--- src/rtl/rv523_pkg.sv ---
// Shared constants and types for the LED-visible register bank cells.
package rv523_pkg;
  localparam int LED_DIM_BITS_DEF = 4;
  localparam int STRETCH_W = 8;
  typedef logic [LED_DIM_BITS_DEF-1:0] led_duty_t;
endpackage

--- src/rtl/led_pwm_ch.sv ---
// One LED channel: duty compare, optional activity stretch, output flop.
// Stretch counter is built only with REG_BANK_LED_STRETCH_EN defined.
module led_pwm_ch
  import rv523_pkg::*;
#(
  parameter int DIM_BITS    = LED_DIM_BITS_DEF,
  parameter int STRETCH_CYC = 15
) (
  input  logic                clk,
  input  logic                rst_n,
  input  logic                lvl_raw,
  input  logic [DIM_BITS-1:0] pwm_cnt,
  input  logic [DIM_BITS-1:0] duty,
  input  logic                change,
  output logic                led
);

  logic on_w;
  logic lvl_w;
  logic led_q;

  // all-ones duty means always on, not 2^N-1 of 2^N cycles
  assign on_w = (&duty) ? 1'b1 : (pwm_cnt < duty);

`ifdef REG_BANK_LED_STRETCH_EN
  logic [STRETCH_W-1:0] sc_q;
  logic [STRETCH_W-1:0] sc_d;

  always_comb begin
    sc_d = sc_q;
    if (change) begin
      sc_d = STRETCH_W'(STRETCH_CYC);
    end else if (sc_q != '0) begin
      sc_d = sc_q - 1'b1;
    end
  end

  always_ff @(posedge clk or negedge rst_n) begin
    if (!rst_n) begin
      sc_q <= '0;
    end else begin
      sc_q <= sc_d;
    end
  end

  assign lvl_w = (lvl_raw & on_w) | (sc_q != '0);
`else
  logic                 unused_chg;
  logic [STRETCH_W-1:0] unused_cfg;
  assign unused_chg = change;
  assign unused_cfg = STRETCH_W'(STRETCH_CYC);
  assign lvl_w      = lvl_raw & on_w;
`endif

  always_ff @(posedge clk or negedge rst_n) begin
    if (!rst_n) begin
      led_q <= 1'b0;
    end else begin
      led_q <= lvl_w;
    end
  end

  assign led = led_q;

endmodule

--- src/rtl/reg_bank_led.sv ---
// WIDTH-bit load/scan register bank with a PWM-dimmed LED per bit.
// Optional activity stretch: define REG_BANK_LED_STRETCH_EN.
module reg_bank_led
  import rv523_pkg::*;
#(
  parameter int WIDTH       = 8,
  parameter int DIM_BITS    = LED_DIM_BITS_DEF,
  parameter int STRETCH_CYC = 15
) (
  input  logic                clk,
  input  logic                rst_n,
  input  logic                load_en,
  input  logic [WIDTH-1:0]    d,
  input  logic                scan_en,
  input  logic                scan_in,
  output logic                scan_out,
  output logic [WIDTH-1:0]    q,
  input  logic [DIM_BITS-1:0] duty,
  output logic [WIDTH-1:0]    led
);

  logic [WIDTH-1:0]    q_q;
  logic [WIDTH-1:0]    q_d;
  logic [WIDTH-1:0]    shift_w;
  logic [WIDTH-1:0]    chg_w;
  logic [DIM_BITS-1:0] pwm_q;

  if (WIDTH == 1) begin : g_sh1
    assign shift_w = scan_in;
  end else begin : g_shn
    assign shift_w = {q_q[WIDTH-2:0], scan_in};
  end

  always_comb begin
    q_d = q_q;
    if (scan_en) begin
      q_d = shift_w;
    end else if (load_en) begin
      q_d = d;
    end
  end

  always_ff @(posedge clk or negedge rst_n) begin
    if (!rst_n) begin
      q_q   <= '0;
      pwm_q <= '0;
    end else begin
      q_q   <= q_d;
      pwm_q <= pwm_q + 1'b1;
    end
  end

  assign chg_w    = q_d ^ q_q;
  assign q        = q_q;
  assign scan_out = q_q[WIDTH-1];

  for (genvar i = 0; i < WIDTH; i++) begin : g_ch
    led_pwm_ch #(
      .DIM_BITS   (DIM_BITS),
      .STRETCH_CYC(STRETCH_CYC)
    ) u_ch (
      .clk    (clk),
      .rst_n  (rst_n),
      .lvl_raw(q_q[i]),
      .pwm_cnt(pwm_q),
      .duty   (duty),
      .change (chg_w[i]),
      .led    (led[i])
    );
  end

endmodule

--- config.mk ---
export PLATFORM = sky130hd
export DESIGN_NAME = reg_bank_led
export DESIGN_NICKNAME = d
export VERILOG_FILES = /design/src/rtl/rv523_pkg.sv /design/src/rtl/led_pwm_ch.sv /design/src/rtl/reg_bank_led.sv
export SDC_FILE = /design/constraint.sdc
export NUM_CORES = 1
export LEC_CHECK = 0
export CAP_MARGIN = 20
export CORE_MARGIN = 5
export CORE_UTILIZATION = 35
export CTS_CLUSTER_DIAMETER = 150
export CTS_CLUSTER_SIZE = 10
export DETAILED_ROUTE_END_ITERATION = 7
export HOLD_SLACK_MARGIN = 0.05
export PLACE_DENSITY = 0.63
export SYNTH_ARGS = -nofsm -noshare
export SYNTH_HDL_FRONTEND = slang
export SYNTH_HIERARCHICAL = 1
export SYNTH_SLANG_ARGS = --single-unit
--- constraint.sdc ---
create_clock -name clk -period 1.7 [get_ports clk]
set_input_delay 0.17 -clock clk [delete_from_list [all_inputs] [get_ports clk]]
set_output_delay 0.17 -clock clk [all_outputs]
set_load 0.02 [all_outputs]
-- Word level (Yosys, flattened, before mapping)
Cells that the tools add are included.
- add/sub/neg operators: 1
- magnitude comparators: 1
- multiplexer cells: 3
- bitwise logic cells: 8
- reduce and logical (&&, ||, !) cells: 2
- operators with widths (cell ; number):
    2-to-1 mux 8 bit ; 2
    bitwise AND 1 bit ; 8
    adder 4 x 1 -> 4 bit (second input constant) ; 1
    < comparator 4 bit ; 1
    AND reduction 4 bit ; 1
    nonzero test 2 bit ; 1
    2-to-1 mux 1 bit ; 1
- register bits after elaboration: 20

-- Depth between registers and ports, before layout
- word-level depth: 3
- gate-level depth with buffers: 5
- depth with buffers taken out: 5

-- Cells and area by module
The synthesis kept the hierarchy.
- modules (own cells, without submodules) (module ; times used ; cells an instance ; area an instance (sq um) ; sequential area each (sq um)):
    led_pwm_ch ; 8 ; 14 ; 116.4 ; 25.0
    reg_bank_led ; 1 ; 77 ; 772.0 ; 300.3

-- Worst setup path after synthesis
Ideal clock, no wire load.
- kind: flip-flop to flip-flop
- start point: reg pwm_q[3]
- end point: reg g_ch[0].u_ch.led_q
- library setup time: 0.127 ns
- data arrival time: 1.098 ns
- path slack: 0.475 ns
- stages on the path, launching flop included: 5
- cell sequence: dfrtp_1 ha_1 o211ai_1 o2111ai_1 o21ai_1
- cells in the longest elaborated chain, start to end: 3
- ends and longest elaborated chain (item ; line ; RTL):
    start: declaration ; reg_bank_led.sv:26 ; logic [DIM_BITS-1:0] pwm_q;
    start signal: assignment ; reg_bank_led.sv:49 ; pwm_q <= pwm_q + 1'b1;
    < comparator 4 bit ; led_pwm_ch.sv:23 ; assign on_w = (&duty) ? 1'b1 : (pwm_cnt < duty);
    2-to-1 mux 1 bit ; led_pwm_ch.sv:23 ;
    bitwise AND 1 bit ; led_pwm_ch.sv:52 ; assign lvl_w = lvl_raw & on_w;
    via g_ch[0].u_ch.lvl_w ; led_pwm_ch.sv:19 ; logic lvl_w;
    end signal: assignment ; led_pwm_ch.sv:59 ; led_q <= lvl_w;
    end: declaration ; led_pwm_ch.sv:20 ; logic led_q;
The timed path passes the listed nets, and every way through them passes these cells.
A chain may end at the register's enable or synchronous reset.

-- Worst setup path in the final report
- start point: reg q_q[3], in the netlist q[3]
- end point: out q[3]
- RTL lines (item ; line ; RTL):
    start: declaration ; reg_bank_led.sv:22 ; logic [WIDTH-1:0] q_q;
    start signal: assignment ; reg_bank_led.sv:48 ; q_q <= q_d;
    end: declaration ; reg_bank_led.sv:17 ; output logic [WIDTH-1:0] q,
No word-level cell between the ends.

==> impl_metrics.ini <==
[clock_tree]
cts_setup_buffers = 0
cts_tree = yes
cts.sinks = 20
cts_buffers = 3
h-tree-depth = 1
clock_tree.root_cell = clkbuf_8
cts_resized = 0
cts-hold-fix-buffers = 0
worstSkewPairLatency_ps = 270
path_clk_slew_ps = 80
cts.path.max_buffers = 2

[worst_setup_path]
worstSetupStartpointType = flip-flop
slowest_stage = clkdlybuf4s50_1
critPathMaxFanout = 5
criticalPathCategory = flip-flop to output pin
arrival_ps = 1390
path_cells = clkdlybuf4s50_1
critPathCaptureType = output pin
crit_family = buffers and inverters
cp_num_buf_inv = 1
worst_ep_required_time_ps = 1530
max_stage_delay_ps = 650

[drt]
viasPerCell = 4.92
drtPass1Iterations = 4
avgRoutedWirePerCell_um = 13.1
drc = 0
dr_total_vias = 1231
ant_nets = 0
drt-total-wl_mm = 3.27
drt_iter0_markers = 68

[sta]
rsz0062_at_grt = no
setup_tns_ps = 0
fin_hold_ws_ps = 236
setup_violations = 0
worst_slew_pin_slew_ps = 449
clock_skew_ps = 2.02
slew_violations = 0
finalHoldViolations = 0
min_period_ps = 1560
setup_ws_ps = 137
relSlewSlack_pct = 70.1
max_freq_ghz = 0.640
min_period_over_period_pct = 91.9

[floorplanning]
die_x_um = 75.1
initial_core_util_pct = 36.5
core_mm2 = 0.00406
die_y_um = 75.1
num_io_pins = 34
rows = 23
die_area_mm2 = 0.00564

[finish]
nNetsFinal = 243
drive_above_1_share_pct = 7.50
num_antenna_cells = 0
finalInstanceArea_mm2 = 0.00199
seq_area_um2 = 500
area_growth_pct = 34.0
multi_input_area_um2 = 802
fillers = 389
stdcell_count = 250

[place]
dp_cells = 246
place_ws_ps = 26.5
place_area_mm2 = 0.00193
place.gp.congestion = 0.761
port_buffers = 33
dp_hpwl_mm = 2.39

[power_and_ir_drop]
powerDensity_mw_per_mm2 = 664
vdd_ir_drop_max_uv = 411
p_leak_nw = 0.957

[global_routing]
grtUsageTotal_pct = 13.6
grt_pass1_wl_mm = 5.79
grt_pass1_vias = 1231
antenna_found_initial = 0
gr-total-overflow = 0
grt_max_degree = 21

[yosys]
ys.warnings.count = 6
syn_area_mm2 = 0.00148
postSynthCellCount = 163
avgSynthCellArea_um2 = 9.10
syn_nets = 205

[worst_hold_path]
hp-class = input port to async pin

[status]
status = complete, no violations

[run]
max_cap_viol_count = 0
-- per-stage QoR --
step	util (%)	power [mW]
detailed placement	47.6	0.957
finish	49.0	1.32
floorplan	-	0.747
global route	49.0	1.40
global placement	47.6	0.953
CTS	49.0	1.35
-- flip-flops by register name (all words and copies together) (netlist names) --
register,flops
g_ch.u_ch/led,8
q,8
pwm_q,4
-- path summary, 6_finish.rpt --
kind | startpoint | end | slack, ps | cells after the start
setup / recovery | q[3] | q[3] | 140 | 1
hold / removal | rst_n | q[0] | 240 | 2
setup reg to reg | pwm_q[2] | g_ch[3].u_ch/led | 290 | 4
hold reg to reg | q[1] | q[2] | 600 | 2
max in group asynchronous | rst_n | g_ch[1].u_ch/led | 1240 | 2
min in group clk | scan_in | q[0] | 470 | 3
-- final cells by class --
cell class | count | share of cell area, %
inverters | 33 | 6.23
well taps | 50 | 3.15
clock buffers | 4 | 2.77
flip-flops and latches | 20 | 25.2
multi-input cells | 100 | 40.4
repair buffers | 43 | 22.3
-- cells in the final DEF (no fill, tap or decap), types with 3 or more instances in the layout --
cell             instances
o211ai_1                 8
buf_12                   3
buf_4                    7
nand4_1                  8
ha_1                    25
clkbuf_8                 4
mux2i_1                  7
clkdlybuf4s50_1         33
inv_1                   33
nand2_1                 15
o21ai_1                  8
dfrtp_1                 20
nor3b_1                  8
o2111ai_1                8
o21ai_0                  7
-- metal layers --
| metal | vias to the layer above | part of all wire (%) | track usage, % |
|---|---|---|---|
| li1 | 638 | - | - |
| met1 | 554 | 49 | 18.1 |
| met2 | 32 | 44 | 20.8 |
| met3 | 7 | 5.0 | 2.54 |
| met4 | 0 | 2.6 | 7.51 |
| met5 | - | 0 | 0 |
-- power breakdown --
| group | switching, mW | leakage (nW) | total, mW | internal [mW] |
|---|---|---|---|---|
| Combinational | 0.176 | 0.682 | 0.374 | 0.198 |
| Sequential | 0.0451 | 0.247 | 0.568 | 0.523 |
| Clock | 0.170 | 0.0288 | 0.376 | 0.207 |
| Total | 0.391 | 0.957 | 1.32 | 0.928 |
-- worst register-to-register path, stage by stage (launching register included) --
cell       delay [ps]
dfrtp_1           560
ha_1              360
o211ai_1           80
o2111ai_1         200
o21ai_1           100
Note: power is estimated with default switching activity, not from simulation.
